===== config.mk =====
export PLATFORM = sky130hd
export DESIGN_NAME = edge_threshold_stats
export DESIGN_NICKNAME = d
export VERILOG_FILES = /design/src/rtl/edge_threshold_stats.sv
export SDC_FILE = /design/constraint.sdc
export NUM_CORES = 1
export LEC_CHECK = 0
export ABC_CLOCK_PERIOD_IN_PS = 4700
export CELL_PAD_IN_SITES_DETAIL_PLACEMENT = 1
export CELL_PAD_IN_SITES_GLOBAL_PLACEMENT = 2
export CORE_MARGIN = 4
export CORE_UTILIZATION = 34
export DETAILED_ROUTE_END_ITERATION = 16
export PLACE_DENSITY_LB_ADDON = 0.1
export SLEW_MARGIN = 20
export SYNTH_ARGS = -nofsm -noshare
export SYNTH_HDL_FRONTEND = slang
export SYNTH_SLANG_ARGS = --single-unit
export TNS_END_PERCENT = 10

===== constraint.sdc =====
create_clock -name clk -period 4.7 [get_ports clk]
set_input_delay 0.47 -clock clk [delete_from_list [all_inputs] [get_ports clk]]
set_output_delay 0.47 -clock clk [all_outputs]
set_load 0.01 [all_outputs]

===== src/rtl/edge_threshold_stats.sv =====
// edge_threshold_stats: binarizes a Sobel magnitude stream against a per-frame
// threshold and accumulates per-frame edge statistics.
//
// Ports:
//   clk, rst          - clock, synchronous active-high reset
//   start, threshold  - frame start pulse; threshold sampled when start=1
//   pixel_in/valid_in - magnitude stream from sobel_filter
//   pixel_out/valid_out, row, col - binary edge pixel and its raster position
//   edge_count, max_mag, mag_sum, first_edge_idx - per-frame statistics
//   busy              - high while a frame is running
//   frame_done        - one-cycle pulse after the last pixel is output
module edge_threshold_stats #(
  parameter int unsigned WIDTH    = 8,
  parameter int unsigned FRAME_W  = 254,
  parameter int unsigned FRAME_H  = 254,
  parameter int unsigned EDGE_VAL = 255,
  localparam int unsigned NPIX  = FRAME_W * FRAME_H,
  localparam int unsigned COL_W = (FRAME_W > 1) ? $clog2(FRAME_W) : 1,
  localparam int unsigned ROW_W = (FRAME_H > 1) ? $clog2(FRAME_H) : 1,
  localparam int unsigned CNT_W = $clog2(NPIX + 1),
  localparam int unsigned SUM_W = WIDTH + ((NPIX > 1) ? $clog2(NPIX) : 1)
) (
  input  logic             clk,
  input  logic             rst,
  input  logic             start,
  input  logic [WIDTH-1:0] threshold,
  input  logic [WIDTH-1:0] pixel_in,
  input  logic             valid_in,
  output logic [WIDTH-1:0] pixel_out,
  output logic             valid_out,
  output logic [COL_W-1:0] col,
  output logic [ROW_W-1:0] row,
  output logic [CNT_W-1:0] edge_count,
  output logic [WIDTH-1:0] max_mag,
  output logic [SUM_W-1:0] mag_sum,
  output logic [CNT_W-1:0] first_edge_idx,
  output logic             busy,
  output logic             frame_done
);

  typedef enum logic [1:0] {S_IDLE, S_RUN, S_DONE} state_t;

  localparam logic [COL_W-1:0] LAST_COL = COL_W'(FRAME_W - 1);
  localparam logic [ROW_W-1:0] LAST_ROW = ROW_W'(FRAME_H - 1);
  localparam logic [CNT_W-1:0] LAST_IDX = CNT_W'(NPIX - 1);

  state_t           state_q, state_d;
  logic [WIDTH-1:0] thr_q;
  logic             start_pend_q;   // start seen in DONE, applied in IDLE
  logic [WIDTH-1:0] pend_thr_q;
  logic [COL_W-1:0] nxt_col;        // position of the next incoming beat
  logic [ROW_W-1:0] nxt_row;
  logic [CNT_W-1:0] nxt_idx;

  logic             frame_start_c;
  logic             beat_c;
  logic             edge_c;
  logic [WIDTH-1:0] new_thr_c;

  assign edge_c    = (pixel_in >= thr_q);
  assign new_thr_c = start ? threshold : pend_thr_q;

  // State register
  always_ff @(posedge clk) begin
    if (rst) state_q <= S_IDLE;
    else     state_q <= state_d;
  end

  // Next-state and per-cycle control
  always_comb begin
    state_d       = state_q;
    frame_start_c = 1'b0;
    beat_c        = 1'b0;
    case (state_q)
      S_IDLE: begin
        if (start || start_pend_q) begin
          state_d       = S_RUN;
          frame_start_c = 1'b1;
        end
      end
      S_RUN: begin
        // A start here aborts the frame and drops this cycle's beat
        if (start) begin
          frame_start_c = 1'b1;
        end else if (valid_in) begin
          beat_c = 1'b1;
          if (nxt_idx == LAST_IDX) state_d = S_DONE;
        end
      end
      S_DONE: state_d = S_IDLE;
      default: state_d = S_IDLE;
    endcase
  end

  // Datapath: output pixel, position, and statistics
  always_ff @(posedge clk) begin
    if (rst) begin
      thr_q          <= '0;
      start_pend_q   <= 1'b0;
      pend_thr_q     <= '0;
      nxt_col        <= '0;
      nxt_row        <= '0;
      nxt_idx        <= '0;
      pixel_out      <= '0;
      valid_out      <= 1'b0;
      col            <= '0;
      row            <= '0;
      edge_count     <= '0;
      max_mag        <= '0;
      mag_sum        <= '0;
      first_edge_idx <= '1;
      busy           <= 1'b0;
      frame_done     <= 1'b0;
    end else begin
      valid_out    <= beat_c;
      pixel_out    <= (beat_c && edge_c) ? WIDTH'(EDGE_VAL) : '0;
      frame_done   <= (state_q == S_DONE);
      busy         <= (state_d == S_RUN);
      start_pend_q <= (state_q == S_DONE) && start;
      if ((state_q == S_DONE) && start) pend_thr_q <= threshold;

      if (frame_start_c) begin
        thr_q          <= new_thr_c;
        nxt_col        <= '0;
        nxt_row        <= '0;
        nxt_idx        <= '0;
        col            <= '0;
        row            <= '0;
        edge_count     <= '0;
        max_mag        <= '0;
        mag_sum        <= '0;
        first_edge_idx <= '1;
      end else if (beat_c) begin
        col     <= nxt_col;
        row     <= nxt_row;
        nxt_idx <= nxt_idx + CNT_W'(1);
        if (nxt_col == LAST_COL) begin
          nxt_col <= '0;
          if (nxt_row != LAST_ROW) nxt_row <= nxt_row + ROW_W'(1);
        end else begin
          nxt_col <= nxt_col + COL_W'(1);
        end
        if (edge_c) begin
          edge_count <= edge_count + CNT_W'(1);
          if (first_edge_idx == '1) first_edge_idx <= nxt_idx;
        end
        if (pixel_in > max_mag) max_mag <= pixel_in;
        mag_sum <= mag_sum + SUM_W'(pixel_in);
      end
    end
  end

endmodule


==> impl_metrics.tcl, run 1 <==
set metrics [dict create \
    layout-drive-gt1-share_pct 5.569 \
    cp-start-kind "input port" \
    arrival_ns 3.42 \
    cts_inserted_buffers 17 \
    dieArea_mm2 0.02033 \
    setup_violations 0 \
    clk_latency_ns 0.42 \
    n_fill_cell 2027 \
    min_period_over_period_pct 66.46 \
    multiInputGateArea_mm2 0.003213 \
    num_vias 5424 \
    tightestPinTransition_ns 0.9475 \
    vias_per_cell 5.161 \
    syn_area_mm2 0.006158 \
    status "complete, no violations" \
    grt_antenna_before_repair 0 \
    slew_headroom_pct 36.14 \
    ys_warn_count 0 \
    avgSynthCellArea_um2 8.625 \
    seq_area_frac_synth_pct 43.88 \
    clkTransAtPathRegs_ns 0.06 \
    slew_viol_final 0 \
    final_util_pct 45.77 \
    rsz0062_at_grt "no" \
    synth-edff-count 0 \
    critical_path_required_ns 4.99 \
    path_cells "clkdlybuf4s50_1 > nor4bb_4 > nand4_2 > nor4b_4 > o21ai_1 > o21ai_0 > nand2_1" \
    cts_buffer_depth 2 \
    cts_sinks 135 \
    first_global_vias 5633 \
    start_util_pct 35.12 \
    syn_inst 714 \
    post_dp_cell_area_mm2 0.007450 \
    hold_violations 0 \
    clock.fmax_mhz 320.1 \
    dp_cells 1019 \
    min_period_ns 3.124 \
    worstSetupPathType "in2reg" \
    routed-wl-met3_um 692 \
    grt-ovfl-total 0 \
    drt-initial-drc-count 219 \
    fin_nets 864 \
    core_area_mm2 0.01754 \
    synth_area_leader_cell "dfxtp_1" \
    wl_mm 17.31 \
    wl_per_cell_um 16.47 \
    wl_met1_mm 8.081 \
    cts_setup_buffers 0 \
    dp_hpwl_mm 12.51 \
    ctsResizeCount 0 \
    htree_levels 4 \
    die_h_um 142.6 \
    register_area_mm2 0.002703 \
    finish.instance_area_mm2 0.008026 \
    final_common_cell "dfxtp_1" \
    ir_drop_mv 0.2320 \
    final.setup.tns_ns 0 \
    ant_nets 0 \
    hold_path.class "reg2reg" \
    synth-main-ff-cell "dfxtp_1" \
    row_count 48 \
    yosysTopAreaCellShare_pct 43.88 \
    ys_ff_latch 135 \
    grt_use_total_pct 17.28 \
    rrSetupSlack_ns 1.99 \
    cap_violations 0 \
    ys_top_cells_by_area "dfxtp_1 (44%), ha_1 (6.1%), nand2_1 (4.9%), nor2_1 (4.9%), a21oi_1 (4.5%)" \
    drcViolationCount 0 \
    crit_path_end_kind "flip-flop" \
    drt_first_pass_iters 4 \
    p_leak_uw 0.002864 \
    areaGrowthSynthToFinish_pct 30.33 \
    finClkSkew_ns 0.009812 \
    wl_met2_mm 8.355 \
    pwr_density_cell_mw_per_mm2 327.4 \
    diodes 0 \
    cp_max_fo 16 \
    top_layer "met4" \
    die_w_um 142.6 \
    grt_max_degree 57 \
    io_buffers 110 \
    cts_root_buf "clkbuf_16" \
    synthesis.nets 765 \
    layout.cells.most_common_list "dfxtp_1 (135), clkdlybuf4s50_1 (110), nand2_1 (81), nor2_1 (81), a21oi_1 (55)" \
    grt_pass1_wl_mm 28.47 \
    holdBufCountCts 0 \
    synth-async-reset-ratio_pct 0 \
    crit_path_max_incr_delay_ns 0.80 \
    instances_no_fill 1051 \
    cts_tree "done" \
    place_congestion 0.7669 \
    synth_cell_type_count 49 \
    critPathSlowestCell "clkdlybuf4s50_1" \
    io-pin-count 111 \
]
## report_power, final
| group | internal [uW] | switching, uW | leakage [uW] |
|---|---|---|---|
| clock network | 785 | 525 | 0.000281 |
| logic | 65.4 | 90.0 | 0.00149 |
| registers | 1150 | 8.13 | 0.00109 |
| total | 2000 | 623 | 0.00286 |
## layout make-up
| cell class | instances | share of cell area, % |
|---|---|---|
| clock buffers | 18 | 5.347 |
| well taps | 225 | 3.507 |
| multi-input cells | 519 | 40.03 |
| clock inverters | 14 | 1.839 |
| inverters | 23 | 1.076 |
| flip-flops and latches | 135 | 33.67 |
| repair buffers | 117 | 14.53 |
## cells in the mapped netlist, drive strengths merged (6+ instances only)
library cell and instances:
xor2 30, a211oi 13, nor2 81, o211ai 7, dfxtp 135, o21ai 47
and3 11, a21oi 55, clkbuf 20, nand3 28, nor3 9, or3 12
xnor2 22, mux2i 16, nor4 6, nand2 81, nand4 20, inv 23
ha 30, and2 6, buf 17
## path summary, 6_finish.rpt
check | end | startpoint | cells after the start
hold / removal | row[6] | row[6] | 2
setup reg to reg | mag_sum[20] | mag_sum[0] | 8
hold reg to reg | row[6] | row[6] | 2
setup / recovery | first_edge_idx[7] | start | 7
## layer usage
| metal | vias up | track usage (%) |
|---|---|---|
| met1 | 2615 | 22.36 |
| li1 | 2688 | - |
| met4 | 0 | 4.552 |
| met3 | 15 | 4.032 |
| met2 | 106 | 29.03 |
| met5 | - | 0 |
## metrics by stage
stage / total power (uW) / hold slack [ns] / setup slack, ns
3_5_place_dp: 1346 / 0.4506 / 1.109
4_1_cts: 2670 / 0.4629 / 1.517
2_1_floorplan: 1278 / 0.4520 / 2.324
3_3_place_gp: 1340 / 0.4479 / 1.257
6_report: 2628 / 0.4587 / 1.576
5_1_grt: 2741 / 0.4791 / 1.307
## flip-flops by register name (all words and copies together), names as in the netlist
| name | cells |
|---|---|
| busy | 1 |
| col | 8 |
| edge_count | 16 |
| first_edge_idx | 16 |
| frame_done | 1 |
| mag_sum | 24 |
| max_mag | 8 |
| nxt_col | 8 |
| nxt_idx | 16 |
| nxt_row | 8 |
| pend_thr_q | 8 |
| pixel_out | 1 |
| row | 8 |
| start_pend_q | 1 |
| state_q | 2 |
| thr_q | 8 |
| valid_out | 1 |
## worst max-delay path, delay by kind of cell
family                 cells  cell delay, ns
AO/OA/AOI/OAI              2            0.79
buffers and inverters      1            0.80
AND/OR/NAND/NOR            4            1.35
## logic make-up (layout without fill, tap and decap cells)
family / after synthesis / in the layout / synth area share (%)
AOI/OAI and AO/OA: 146 / 146 / 14.10
xor gates and xnor gates: 52 / 52 / 7.395
adders and majority gates: 31 / 31 / 6.420
buffers and inverters: 60 / 172 / 4.185
DFF: 135 / 135 / 43.88
muxes: 16 / 16 / 2.601
and+or+nand+nor: 274 / 274 / 21.41
No activity file was read; power rests on OpenSTA's default activity.
==> run 2, diff against run 1 <==
ABC_CLOCK_PERIOD_IN_PS = 2600   (was 4700)
CORE_UTILIZATION = 28   (was 34)
clock period = 2.6 ns   (was 4.7 ns; I/O delays follow)
==> run 2 against run 1 <==
Sequential cell count unchanged; cell area up 3.9%; combinational power up 95%.
==> impl_metrics.tcl, run 2 (same netlist as run 1, synthesis figures left out) <==
set metrics [dict create \
    tightestPinTransition_ns 0.5375 \
    drt_first_pass_iters 4 \
    cts_setup_buffers 0 \
    final_util_pct 39.07 \
    final.setup.tns_ns 0 \
    holdBufCountCts 0 \
    grt-ovfl-total 0 \
    regMostFlops "mag_sum" \
    dp_cells 1102 \
    n_fill_cell 2473 \
    grt_max_degree 32 \
    largest_reg_flops 24 \
    wl_per_cell_um 16.10 \
    die_h_um 156.3 \
    cp_max_fo 14 \
    pwr_density_cell_mw_per_mm2 574.8 \
    dp_hpwl_mm 13.70 \
    cts_tree "done" \
    rsz0062_at_grt "no" \
    crit_path_end_kind "flip-flop" \
    worstSetupPathType "in2reg" \
    first_global_vias 5966 \
    worst-r2r-cell-count 7 \
    ant_nets 0 \
    clock.fmax_mhz 422.8 \
    finClkSkew_ns 0.01266 \
    die_w_um 156.3 \
    slew_headroom_pct 64.06 \
    start_util_pct 28.84 \
    grt_use_total_pct 15.52 \
    clkTransAtPathRegs_ns 0.07 \
    instances_no_fill 1134 \
    areaGrowthSynthToFinish_pct 35.45 \
    htree_levels 4 \
    setup_violations 0 \
    wl_mm 18.26 \
    io_buffers 110 \
    arrival_ns 2.71 \
    layout.cells.most_common_list "dfxtp_1 (135), clkdlybuf4s50_1 (110), nand2_1 (81), nor2_1 (81), a21oi_1 (55)" \
    cap_violations 0 \
    row_count 53 \
    min_period_ns 2.365 \
    clk_latency_ns 0.42 \
    final_common_cell "dfxtp_1" \
    grt_pass1_wl_mm 30.58 \
    min_period_over_period_pct 90.97 \
    fin_nets 897 \
    grt_antenna_before_repair 0 \
    ctsResizeCount 0 \
    hold_violations 0 \
    vias_per_cell 4.866 \
    status "complete, no violations" \
    drcViolationCount 0 \
    cts_buffer_depth 2 \
    core_area_mm2 0.02135 \
    io-pin-count 111 \
    critical_path_required_ns 2.95 \
    cts_sinks 135 \
    cts_root_buf "clkbuf_16" \
    ir_drop_mv 0.4551 \
    hold_path.class "reg2reg" \
    p_leak_uw 0.003016 \
    holdPathStages 2 \
    drt-initial-drc-count 123 \
    cts_inserted_buffers 17 \
    place_congestion 0.7674 \
    layout-drive-gt1-share_pct 9.313 \
    holdWs_ns 0.4576 \
    dieArea_mm2 0.02443 \
    num_vias 5518 \
    cp-start-kind "input port" \
    slew_viol_final 0 \
    diodes 0 \
]
[run 2: cell count changes in the layout (fill, tap and decap cells not counted), sizes merged]
cell / previous run / this run
buf: 7 / 40
bufinv: 2 / 1
clkinv: 6 / 5
clkinvlp: 2 / 3
inv: 27 / 28
[run 2: final timing paths]
path              slack, ns              to         from
setup / recovery       0.23  edge_count[15]  pixel_in[0]
hold / removal         0.46          col[0]       col[0]
setup reg to reg       0.31  edge_count[15]   state_q[0]
hold reg to reg        0.46          col[0]       col[0]
[run 2: per-stage QoR]
step / worst slack, ns / total power (uW) / area, um2
after global routing: 0.08601 / 4999 / 8342
after floorplan: 0.3557 / 2310 / 6158
final: 0.2349 / 4795 / 8342
after CTS: 0.2003 / 4888 / 8342
after detailed placement: -0.2537 / 2456 / 7760
after global placement: -0.1339 / 2447 / 7760
[run 2: routing by layer]
metal	vias up	track usage, %	part of all wire (%)	wire (um)
met5	-	0	0	0
met4	0	4.876	1.2	214
li1	2758	-	-	-
met3	16	3.457	4.1	742
met1	2665	19.24	46	8477
met2	79	26.82	48	8822
[run 2: worst max-delay path: stages]
cell and delay (ns):
clkdlybuf4s50_1 0.53, inv_1 0.10, ha_1 0.28, nand2b_1 0.12, a2111oi_2 0.07, buf_4 0.14, nor4b_4 0.32, buf_12 0.18
o211ai_1 0.15, or3_1 0.38, a21oi_1 0.18
[run 2: cell type report]
type	instances	area (um2)	share of cell area (%)
timing repair buffer	150	1414	16.95
clock buffer	18	439.2	5.265
tap	275	344.1	4.125
inverter	23	86.33	1.035
clock inverter	14	142.6	1.710
multi-input combinational	519	3213	38.52
sequential	135	2703	32.40
[run 2: power breakdown]
| part | switching, uW | internal, uW | total (uW) | leakage (uW) |
|---|---|---|---|---|
| Sequential | 14.3 | 2090 | 2100 | 0.00109 |
| Clock | 1030 | 1370 | 2390 | 0.000276 |
| Combinational | 167 | 135 | 302 | 0.00165 |
| Total | 1210 | 3590 | 4800 | 0.00302 |
==> run 3, diff against run 2 <==
ABC_CLOCK_PERIOD_IN_PS = 2000   (was 2600)
clock period = 2 ns   (was 2.6 ns; I/O delays follow)
==> run 3 against run 2 <==
The flow now finishes with violations (negative setup slack); global-route usage rose by 0.52 points; largest power group unchanged; power grew 34%; clock power grew 34%; critical endpoint unchanged; clock skew decreased by 0.0027 ns; critical path depth decreased by 2; via count up 4.8%; non-clock buffer count grew 51; utilization is 3.6 points higher; register-to-register slack worse by 0.50 ns.
==> impl_metrics.tcl, run 3 (same netlist as run 1, synthesis figures left out) <==
set metrics [dict create \
    num_vias 5783 \
    min_period_over_period_pct 109.3 \
    clkTransAtPathRegs_ns 0.06 \
    cp-start-kind "flip-flop" \
    slew_headroom_pct 69.02 \
    cts_buffer_depth 2 \
    instances_no_fill 1184 \
    post_dp_cell_area_mm2 0.008120 \
    drcViolationCount 0 \
    cts_inserted_buffers 17 \
    n_fill_cell 2472 \
    row_count 53 \
    cp_max_fo 4 \
    regMostFlops "mag_sum" \
    grt_pass1_wl_mm 31.64 \
    setup_slack_ns -0.1855 \
    min_period_ns 2.186 \
    critical_path_required_ns 2.35 \
    start_util_pct 28.84 \
    final_common_cell "dfxtp_1" \
    vias_per_cell 4.884 \
    htree_levels 4 \
    areaGrowthSynthToFinish_pct 47.79 \
    final.setup.tns_ns -1.720 \
    reg2reg_from "thr_q[0]" \
    clock.fmax_mhz 457.6 \
    p_leak_uw 0.003376 \
    slew_viol_final 0 \
    dieArea_mm2 0.02443 \
    finalPower_uw 6429 \
    startpoint "thr_q[0]" \
    layout-drive-gt1-share_pct 19.91 \
    largest_reg_flops 24 \
    rsz0062_at_grt "yes" \
    drt-initial-drc-count 122 \
    crit_path_end_kind "flip-flop" \
    grt-ovfl-total 0 \
    cts_root_buf "clkbuf_16" \
    dp_hpwl_mm 14.21 \
    cap_violations 0 \
    dp_cells 1141 \
    wl_mm 19.31 \
    clk_latency_ns 0.42 \
    ir_drop_mv 0.6031 \
    cts_tree "done" \
    die_w_um 156.3 \
    hold_violations 0 \
    fin_nets 948 \
    cts_sinks 135 \
    tightestPinTransition_ns 0.4631 \
    grt_max_degree 34 \
    core_area_mm2 0.02135 \
    hold_path.class "in2reg" \
    place_congestion 0.7890 \
    first_global_vias 6221 \
    multiInputGateArea_mm2 0.003495 \
    grt_use_total_pct 16.04 \
    holdWs_ns 0.2459 \
    register_area_mm2 0.002711 \
    finish.instance_area_mm2 0.009101 \
    violations "negative setup slack" \
    grt_antenna_before_repair 0 \
    worstSetupPathType "reg2reg" \
    io_buffers 110 \
    arrival_ns 2.54 \
    drt_first_pass_iters 4 \
    io-pin-count 111 \
    ant_nets 0 \
    setup_violations 31 \
    wl_per_cell_um 16.31 \
    die_h_um 156.3 \
    finClkSkew_ns 0.009960 \
    diodes 0 \
    holdBufCountCts 0 \
    layout.cells.most_common_list "dfxtp_1 (130), clkdlybuf4s50_1 (107), nand2_1 (81), buf_4 (81), nor2_1 (77)" \
    min_from "pixel_in[5]" \
    status "finished, violations left" \
    pwr_density_cell_mw_per_mm2 706.4 \
]
## run 3: changes by cell type in the layout (fill, tap and decap cells not counted), sizes merged
cell and change:
buf +51, bufinv +1, clkbuf +1, clkdlybuf4s50 -3
clkinv -3, dlygate4sd2 +2, dlymetal6s2s +1
## run 3: layout make-up
| type | instances | share of cell area [%] |
|---|---|---|
| clock inverter | 12 | 1.567 |
| timing repair buffer | 201 | 20.54 |
| inverter | 23 | 0.9486 |
| clock buffer | 19 | 4.977 |
| tap | 275 | 3.781 |
| multi-input combinational | 519 | 38.40 |
| sequential | 135 | 29.79 |
## run 3: path summary, 6_finish.rpt
check,endpoint,slack [ns],cells after the start
max reg2reg,edge_count[15],-0.19,9
max,edge_count[15],-0.19,9
min reg2reg,col[2],0.46,2
min,max_mag[5],0.25,3
## run 3: stage by stage
step / utilization [%] / setup WS [ns]
after detailed placement: 38.03 / -0.7507
after CTS: 41.90 / -0.1320
after floorplan: - / -0.03779
final: 42.62 / -0.1855
after global routing: 42.62 / -0.2895
after global placement: 38.03 / -0.6690
## run 3: critical path, stage by stage (launching register included)
cell and delay [ns]:
dfxtp_2 0.34, ha_4 0.26, nand2b_4 0.12, a2111oi_4 0.06
buf_4 0.15, nor4b_4 0.37, buf_12 0.15, o211ai_1 0.13
or3_1 0.41, a21oi_2 0.13
## run 3: power by group
part	internal, uW	switching (uW)
sequential	2710	18.4
clock	1920	1290
combinational	236	252
## run 3: per-layer routing
layer / routed length [um] / GRT usage [%]
met5: 0 / 0
met4: 238 / 4.835
met3: 780 / 3.927
met2: 9799 / 28.41
met1: 8487 / 19.17
## run 3: timing repair
item	CTS	global route
pin swaps	25	16
setup buffers	5	7
cloned	2	0
endpoints found under the setup margin	55	67
gates resized for setup	63	27
